## config.mk

```make
export PLATFORM = sky130hd
export DESIGN_NAME = dtree_seq_eval
export DESIGN_NICKNAME = d
export VERILOG_FILES = /design/src/rtl/dtree_pkg.sv /design/src/rtl/dtree_node_mem.sv /design/src/rtl/dtree_seq_eval.sv
export SDC_FILE = /design/constraint.sdc
export NUM_CORES = 1
export LEC_CHECK = 0
export BUFFER_PORTS_ARGS = -buffer_cell sky130_fd_sc_hd__buf_2
export CELL_PAD_IN_SITES_DETAIL_PLACEMENT = 0
export CELL_PAD_IN_SITES_GLOBAL_PLACEMENT = 2
export CORE_ASPECT_RATIO = 1.1
export CORE_MARGIN = 4
export CORE_UTILIZATION = 25
export CTS_CLUSTER_SIZE = 24
export DETAILED_ROUTE_END_ITERATION = 16
export GPL_TIMING_DRIVEN = 0
export HOLD_SLACK_MARGIN = 0.08
export PLACE_DENSITY_LB_ADDON = 0.1
export SKIP_CTS_REPAIR_TIMING = 1
export SLEW_MARGIN = 20
export SYNTH_ARGS = -nofsm -noshare
export SYNTH_HDL_FRONTEND = slang
export SYNTH_HIERARCHICAL = 1
export SYNTH_SLANG_ARGS = --single-unit
```

## constraint.sdc

```tcl
create_clock -name clk -period 5.43 [get_ports clk]
set_clock_uncertainty 0.15 [all_clocks]
set_input_delay 0.2715 -clock clk [delete_from_list [all_inputs] [get_ports clk]]
set_output_delay 0.2715 -clock clk [all_outputs]
set_load 0.01 [all_outputs]
```

## src/rtl/dtree_pkg.sv

```systemverilog
// Shared types and width helpers for the sequential decision-tree evaluator.
package dtree_pkg;

  function automatic int addr_w(input int n_nodes);
    return (n_nodes <= 2) ? 1 : $clog2(n_nodes);
  endfunction

  function automatic int fidx_w(input int n_feat);
    return (n_feat <= 2) ? 1 : $clog2(n_feat);
  endfunction

  function automatic int node_w(input int n_feat, input int feat_w, input int n_nodes);
    return 1 + fidx_w(n_feat) + feat_w + 2 * addr_w(n_nodes);
  endfunction

  typedef enum logic [1:0] {
    ST_IDLE,
    ST_WALK,
    ST_DONE
  } state_t;

  // Node layout at default parameters; field order matches the RTL slicing, MSB first.
  localparam int DEF_ADDR_W = addr_w(32);
  localparam int DEF_FIDX_W = fidx_w(16);
  localparam int DEF_FEAT_W = 8;

  typedef struct packed {
    logic                  is_leaf;
    logic [DEF_FIDX_W-1:0] feat_idx;
    logic [DEF_FEAT_W-1:0] threshold;
    logic [DEF_ADDR_W-1:0] left;
    logic [DEF_ADDR_W-1:0] right;
  } node_t;

endpackage

```

## src/rtl/dtree_node_mem.sv

```systemverilog
// Register-file node table: one synchronous write port, one asynchronous read port.
module dtree_node_mem #(
  parameter int N_NODES = 32,
  parameter int ADDR_W  = 5,
  parameter int NODE_W  = 23
) (
  input  logic              clk,
  input  logic              we,
  input  logic [ADDR_W-1:0] waddr,
  input  logic [NODE_W-1:0] wdata,
  input  logic [ADDR_W-1:0] raddr,
  output logic [NODE_W-1:0] rdata
);

  logic [NODE_W-1:0] mem [N_NODES];

  // No reset: table contents survive rst_n.
  always_ff @(posedge clk) begin
    if (we && (int'(waddr) < N_NODES)) mem[waddr] <= wdata;
  end

  assign rdata = (int'(raddr) < N_NODES) ? mem[raddr] : '0;

endmodule

```

## src/rtl/dtree_seq_eval.sv

```systemverilog
// Sequential decision-tree evaluator: walks one node per cycle from the root to a leaf.
//   state | meaning
//   IDLE  | ready for a feature vector and node-table writes
//   WALK  | evaluating the node at cur, one per cycle
//   DONE  | result presented until out_ready
module dtree_seq_eval
  import dtree_pkg::*;
#(
  parameter  int N_FEAT    = 16,
  parameter  int FEAT_W    = 8,
  parameter  int CLASS_W   = 4,
  parameter  int N_NODES   = 32,
  parameter  int MAX_DEPTH = 15,
  localparam int ADDR_W    = addr_w(N_NODES),
  localparam int FIDX_W    = fidx_w(N_FEAT),
  localparam int NODE_W    = node_w(N_FEAT, FEAT_W, N_NODES)
) (
  input  logic                     clk,
  input  logic                     rst_n,
  input  logic                     in_valid,
  output logic                     in_ready,
  input  logic [N_FEAT*FEAT_W-1:0] in_feat,
  output logic                     out_valid,
  input  logic                     out_ready,
  output logic [CLASS_W-1:0]       out_class,
  output logic                     out_err,
  input  logic                     cfg_we,
  input  logic [ADDR_W-1:0]        cfg_addr,
  input  logic [NODE_W-1:0]        cfg_wdata,
  output logic                     cfg_ready
);

  localparam int DEPTH_W = $clog2(MAX_DEPTH + 1);

  state_t                   state, state_nxt;
  logic [ADDR_W-1:0]        cur, cur_nxt;
  logic [DEPTH_W-1:0]       depth, depth_nxt;
  logic [N_FEAT*FEAT_W-1:0] feat_q, feat_nxt;
  logic [CLASS_W-1:0]       cls_q, cls_nxt;
  logic                     err_q, err_nxt;

  logic [NODE_W-1:0] node;
  logic              is_leaf;
  logic [FIDX_W-1:0] fidx;
  logic [FEAT_W-1:0] thr, feat_sel;
  logic [ADDR_W-1:0] left, right, child;
  logic              fidx_bad, child_bad;

  dtree_node_mem #(
    .N_NODES(N_NODES),
    .ADDR_W (ADDR_W),
    .NODE_W (NODE_W)
  ) u_mem (
    .clk  (clk),
    .we   (cfg_we && cfg_ready),
    .waddr(cfg_addr),
    .wdata(cfg_wdata),
    .raddr(cur),
    .rdata(node)
  );

  assign is_leaf = node[NODE_W-1];
  assign fidx    = node[2*ADDR_W+FEAT_W +: FIDX_W];
  assign thr     = node[2*ADDR_W +: FEAT_W];
  assign left    = node[ADDR_W +: ADDR_W];
  assign right   = node[0 +: ADDR_W];

  always_comb begin
    feat_sel = '0;
    for (int k = 0; k < N_FEAT; k++) begin
      if (int'(fidx) == k) feat_sel = feat_q[k*FEAT_W +: FEAT_W];
    end
  end

  assign fidx_bad  = int'(fidx) >= N_FEAT;
  assign child     = (feat_sel <= thr) ? left : right;
  assign child_bad = int'(child) >= N_NODES;

  always_comb begin
    state_nxt = state;
    cur_nxt   = cur;
    depth_nxt = depth;
    feat_nxt  = feat_q;
    cls_nxt   = cls_q;
    err_nxt   = err_q;
    case (state)
      ST_IDLE: begin
        if (in_valid) begin
          feat_nxt  = in_feat;
          cur_nxt   = '0;
          depth_nxt = '0;
          state_nxt = ST_WALK;
        end
      end
      ST_WALK: begin
        if (is_leaf) begin
          cls_nxt   = thr[CLASS_W-1:0];
          err_nxt   = 1'b0;
          state_nxt = ST_DONE;
        end else if ((depth == DEPTH_W'(MAX_DEPTH)) || fidx_bad || child_bad) begin
          cls_nxt   = '0;
          err_nxt   = 1'b1;
          state_nxt = ST_DONE;
        end else begin
          cur_nxt   = child;
          depth_nxt = depth + DEPTH_W'(1);
        end
      end
      ST_DONE: begin
        if (out_ready) state_nxt = ST_IDLE;
      end
      default: state_nxt = ST_IDLE;
    endcase
  end

  always_ff @(posedge clk) begin
    if (!rst_n) begin
      state  <= ST_IDLE;
      cur    <= '0;
      depth  <= '0;
      feat_q <= '0;
      cls_q  <= '0;
      err_q  <= 1'b0;
    end else begin
      state  <= state_nxt;
      cur    <= cur_nxt;
      depth  <= depth_nxt;
      feat_q <= feat_nxt;
      cls_q  <= cls_nxt;
      err_q  <= err_nxt;
    end
  end

  assign in_ready  = (state == ST_IDLE);
  assign cfg_ready = (state == ST_IDLE);
  assign out_valid = (state == ST_DONE);
  assign out_class = cls_q;
  assign out_err   = err_q;

endmodule

```

==> Word level (Yosys, flattened, before mapping) <==
Memory sizes are Yosys's and may differ from the RTL's. A register that Yosys moved wholly into a read port is not among the register bits.
Index checks and enable logic that the tools add are counted.
{ "op_classes": {"magnitude_cmp": 1, "add_sub_neg": 1, "muxes": 38, "eq_ne": 23, "reduce_logical": 9} }
{ "op_table": {"columns": ["cell", "count"], "rows": [
  ["$mux 8", 16],
  ["$eq 4x4->1 const B", 9],
  ["$mux 5", 6],
  ["$mux 4", 5],
  ["$eq 4x3->1 const B", 4],
  ["$pmux 5 s2", 1],
  ["$eq 4x2->1 const B", 2],
  ["$le 8x8->1", 1],
  ["$mux 2", 4],
  ["$pmux 4 s2", 1],
  ["$ne 2x2->1 const B", 3],
  ["$pmux 2 s3", 1],
  ["$add 4x1->4 const B", 1],
  ["$eq 4x1->1 const B", 1],
  ["$logic_not 4->1", 1],
  ["$mux 1", 4],
  ["$reduce_and 2->1", 2],
  ["$reduce_and 4->1", 1],
  ["$reduce_bool 2->1", 2],
  ["$ne 3x3->1 const B", 1],
  ["$reduce_and 3->1", 1],
  ["$eq 2x1->1 const B", 1],
  ["$eq 2x2->1 const B", 1],
  ["$logic_not 2->1", 1],
  ["other kinds (2)", 2]
]} }
{ "word_totals": {"ramBits": 736, "mem_count": 1, "input_bits": 161, "reg_bits": 144} }
{ "memory_table": {"columns": ["name", "words", "width", "read_ports", "rd_clocked_by_memory_dff", "wr", "line_no", "source"], "rows": [
  ["u_mem.mem", 32, 23, 1, 1, 1, "dtree_node_mem.sv:15", "logic [NODE_W-1:0] mem [N_NODES];"]
]} }

==> Depth between registers and ports, before layout <==
{ "logic_depth": {"depth_word": 24, "ltp_mapped": 23, "depth_no_buf": 16} }

==> Cells and area by module <==
The synthesis kept the hierarchy.
{ "modules_own_cells": {"columns": ["mod", "cells_per_inst", "area_per_inst_um2", "seq_area_each_um2", "instances"], "rows": [
  ["dtree_node_mem", 1596, 28782.6, 22101.2, 1],
  ["dtree_seq_eval", 892, 7104.3, 2882.8, 1]
]} }

==> Least setup slack after synthesis <==
Ideal clock, no wire load.
{ "synth_timing": {"path_type": "register -> register", "start": "register, netlist name cur[0]", "end": "register cur[0]", "setup_time_ns": 0.134, "setup_slack_ns": 1.181, "path_stages_with_launch": 22, "arrival_ns": 3.966, "t_required_ns": 5.146, "cell_sequence": "dfxtp_1 buf_4 buf_8 buf_6 buf_4 mux2i_1 nand2_1 a31oi_1 nand3_1 buf_6 or3b_1 a32o_1 a311oi_2 a211oi_1 o32ai_1 ha_1 nand3_1 or3_1 clkbuf_1 nor3b_2 a221oi_1 o211ai_1"} }
{ "synth_rtl": {"columns": ["item", "line_no", "source"], "rows": [
  ["end signal, assigned", "dtree_seq_eval.sv:126", "cur <= cur_nxt;"],
  ["end, declared", "dtree_seq_eval.sv:36", "logic [ADDR_W-1:0] cur, cur_nxt;"]
]} }

==> impl_summary.md <==
Clock tree
The number of H-tree levels is 3. In this run the deepest clock path goes through 3 buffers. TritonCTS built the clock tree. Clock-pin slew was measured on the worst setup and hold paths at 0.06 ns. For the worst-skew pair, the clock arrives at the later sink with an insertion delay of 0.68 ns.

For this design, the sink count on the clock tree is 880. The total clock buffers created by CTS is 102. The root buffer selected by CTS is sky130_fd_sc_hd__clkbuf_16.

Final layout
The post-layout utilization of the core is 31.9%. The final non-filler cell total is 4,940. Relative to the synthesized area, the layout overhead comes to 26.5%. The library cell used most frequently in the layout, excluding fill and tap cells, is sky130_fd_sc_hd__edfxtp_1. Summing all flip-flop and latch instances after layout gives 0.0250 sq mm. The filler cell count in the final layout is 14,100. Cells with a size suffix above 1 make up 17.9% of the layout. In the final layout, the multi-input gates occupy 0.0104 sq mm. The top cell types in the final layout, fill and taps aside, are sky130_fd_sc_hd__edfxtp_1, sky130_fd_sc_hd__mux2i_1, sky130_fd_sc_hd__nand2_1, sky130_fd_sc_hd__buf_2, sky130_fd_sc_hd__dfxtp_1. The final layout contains 3,106 nets.

Route
The detailed-router iteration count before antenna repair is 5. The detail-routed via count per cell is 4.54. The mean routed wirelength per cell is 26.2 um. The count of nets left with antenna violations once routing finished came out at 0. After detailed routing, the number of remaining DRC violations is 0.

The total vias in the final route is 22,407. The detailed router's first-iteration violation count is 1,231. The routed wire length is 130 mm.

Worst setup path
Data arrives at the worst endpoint at 5.76 ns. The cell at the slowest stage of the critical path is sky130_fd_sc_hd__or3_4. Of all nets on the critical path, the largest fanout is 10. The worst setup path is captured at a flop. The signal on the critical path passes through buf_6, buf_12, buf_12, buf_12, mux2i_1, a22oi_1, nand4_1, nand3_2, buf_6, clkbuf_4, clkbuf_4, mux2i_2, a22o_1, a21oi_1, ha_1, nand2_1, or3_4, nor3b_2, a221oi_1, o211ai_1.

The kind of cell with the highest combined delay on the critical path is simple AND/OR/NAND/NOR gates. The worst register-to-register path begins at cur[0]$_SDFFE_PN0P_. By startpoint and endpoint, the worst setup path is classified as flop to flop. The largest single stage delay on the critical path is 0.44 ns. The library cell appearing most often on the critical path is sky130_fd_sc_hd__buf_12. The critical path required time is 5.85 ns. The number of buffer and inverter instances along the worst setup path is 7.

The kind of start point of the critical path is a flop. The startpoint of the most critical setup path is cur[0]$_SDFFE_PN0P_.

Logic synthesis
The post-synthesis cell count is 2,488. In the synthesized netlist the async set-or-reset flop fraction comes to 0%. In this run, synthesis produced a sequential element count of 880. The number of synthesized flops with an enable pin is 736. Counting every net in the synthesized netlist gives 2,658. Counting distinct cell types in the post-synthesis netlist gives 62. The post-synthesis instance area is 0.0359 sq mm.

The most used flip-flop cell after synthesis is sky130_fd_sc_hd__edfxtp_1. Yosys printed 6 warnings. Dividing the synthesized area by the synthesized cell count gives 14.4 sq um. The post-synthesis sequential area ratio is 69.6%.

STA
The transition time of the tightest slew-check pin is 1.29 ns. The worst path uses 98.5% of the clock period. The number of hold violations in the final report is 0. The final critical path time including I/O delays and setup is 5.35 ns.

The total negative setup slack is 0 ns. The maximum operating frequency is 187 MHz. The final-report max-slew violation count came to 0. Setup violations remaining at the end of the flow were counted as 0. The worst slew margin relative to its limit is 14.0%.

GRT
The first global-routing pass estimated 177 mm of wire. The global-route usage over all layers is 16.9%. The remaining global-route overflow is 0. The number of global-route vias before repair is 22,636.

Entering global routing, the biggest net connects 33 pins. The number of antenna violations at the first check in global routing was 15.

Floorplan
The overall die width is 369 um. The core region is 0.142 sq mm. The count of boundary I/O pins is 169.

The count of standard-cell rows is 145. The die covers 0.150 sq mm. The initial cell density of the core is 25.2%. The height of the chip is 405 um.

Pwr
The share of total power in combinational logic is 17.2%. The reported net switching power is 4.86 mW. Sequential cells burn 43.5% of the power.

For this design the ratio of total power to cell area is 385 mW/mm^2. The total power draw is 17.5 mW. In this run, the clock network consumes 39.3% of the power. The static leakage is 14.6 nW. The internal cell power is 12.6 mW.

The peak supply drop is 0.261 mV. The switching share of power is 27.8%.

Worst hold path
In this run the most critical hold path is launched from cfg_wdata[3]. The min-delay analysis places its worst path in the category input pin to flop.

Placed design
The congestion estimate from routability-driven global placement came to 0.849. The number of I/O port buffers is 168. Once detailed placement completed, the half-perimeter wirelength came to 92.7 mm. The total placed cells including tap cells is 4,601.

Job
Max-cap violations in this run came to 0.

Outcome
The flow ran to the end, and the final reports show no timing, DRC or antenna violations.
[per-layer routing]
| metal | global-route usage (%) | vias up | routed length [um] |
|---|---|---|---|
| li1 | - | 10423 | - |
| met1 | 20.1 | 11332 | 53600 |
| met2 | 31.1 | 471 | 67000 |
| met3 | 2.50 | 175 | 4560 |
| met4 | 5.55 | 6 | 4320 |
| met5 | 0 | - | 47 |
[power groups by stage]
stage	clock network [mW]	logic (mW)	registers, mW
3_3_place_gp	0	2.80	7.74
6_report	6.87	3.01	7.60
5_1_grt	7.40	3.25	7.61
3_5_place_dp	0	2.85	7.74
2_1_floorplan	0	1.54	7.69
4_1_cts	7.13	2.86	7.60
[Yosys cell counts (3+ instances only)]
master | instances | share of area, %
sky130_fd_sc_hd__nand4_1 | 29 | 0.51
sky130_fd_sc_hd__mux2_1 | 4 | 0.13
sky130_fd_sc_hd__a31oi_1 | 25 | 0.44
sky130_fd_sc_hd__buf_2 | 41 | 0.57
sky130_fd_sc_hd__mux2i_1 | 379 | 11
sky130_fd_sc_hd__a221oi_1 | 8 | 0.20
sky130_fd_sc_hd__edfxtp_1 | 736 | 62
sky130_fd_sc_hd__a21oi_1 | 67 | 0.93
sky130_fd_sc_hd__a22oi_1 | 106 | 2.2
sky130_fd_sc_hd__clkbuf_1 | 75 | 0.78
sky130_fd_sc_hd__nor3_1 | 26 | 0.36
sky130_fd_sc_hd__buf_6 | 12 | 0.38
sky130_fd_sc_hd__a21o_1 | 3 | 0.063
sky130_fd_sc_hd__nand3_1 | 64 | 0.89
sky130_fd_sc_hd__or3b_2 | 3 | 0.073
sky130_fd_sc_hd__o21ai_0 | 17 | 0.24
sky130_fd_sc_hd__a211oi_1 | 3 | 0.063
sky130_fd_sc_hd__a32oi_1 | 3 | 0.073
sky130_fd_sc_hd__nor2b_1 | 23 | 0.40
sky130_fd_sc_hd__ha_1 | 9 | 0.31
sky130_fd_sc_hd__nand3b_1 | 8 | 0.17
sky130_fd_sc_hd__and3_1 | 3 | 0.052
sky130_fd_sc_hd__buf_4 | 27 | 0.56
sky130_fd_sc_hd__o22ai_1 | 4 | 0.070
sky130_fd_sc_hd__buf_8 | 5 | 0.21
sky130_fd_sc_hd__a21boi_0 | 128 | 2.7
sky130_fd_sc_hd__o211ai_1 | 15 | 0.31
sky130_fd_sc_hd__mux2_2 | 7 | 0.22
sky130_fd_sc_hd__dfxtp_1 | 144 | 8.0
sky130_fd_sc_hd__nor2_1 | 51 | 0.53
sky130_fd_sc_hd__o2bb2ai_1 | 3 | 0.073
sky130_fd_sc_hd__nand2b_1 | 8 | 0.14
sky130_fd_sc_hd__a22o_1 | 48 | 1.2
sky130_fd_sc_hd__inv_1 | 10 | 0.10
sky130_fd_sc_hd__and2_1 | 13 | 0.23
sky130_fd_sc_hd__buf_1 | 4 | 0.042
sky130_fd_sc_hd__a21boi_1 | 3 | 0.063
sky130_fd_sc_hd__nand2_1 | 339 | 3.5
[path summary, 6_finish.rpt]
path	end	cells after the start	slack, ns
worst min register to register	feat_q[27]$_SDFFE_PN0P_	2	0.31
worst min-delay path	u_mem/mem[19][3]$_DFFE_PP_	1	0.1
worst max-delay path	cur[3]$_SDFFE_PN0P_	20	0.08
worst max register to register	cur[3]$_SDFFE_PN0P_	20	0.08
[state kept, by name, summed over array words and instances (netlist names)]
signal / count
cur: 5
depth: 4
feat_q: 128
out_class: 4
out_err: 1
state: 2
u_mem/mem: 736
[cell families after synthesis]
| logic type | count (synthesis) | share of synthesized area, % |
|---|---|---|
| buf+inv | 175 | 2.66 |
| flops | 880 | 69.6 |
| compound gates | 448 | 8.97 |
| simple gates | 580 | 7.20 |
| xor+xnor | 2 | 0.0488 |
| mux | 394 | 11.2 |
| fa+ha+maj | 9 | 0.314 |
[area by class of cell]
cell class	count	share of cell area (%)
inverters	11	0.0992
multi-input cells	1433	22.9
flip-flops and latches	880	55.0
well taps	1911	5.27
plain buffers	158	2.33
clock inverters	62	1.38
clock buffers	125	6.00
repair buffers	350	6.94
diodes	10	0.0551
[through the flow]
stage | area, sq um | hold WS [ns] | worst slack (ns)
2_1_floorplan | 35900 | 0.220 | 1.18
3_3_place_gp | 39100 | 0.302 | -1.36
3_5_place_dp | 40200 | 0.307 | -1.43
4_1_cts | 43600 | -0.397 | -1.46
5_1_grt | 45400 | 0.0842 | -0.0654
6_report | 45400 | 0.0951 | 0.0839
Note: power is estimated with default switching activity, not from simulation.
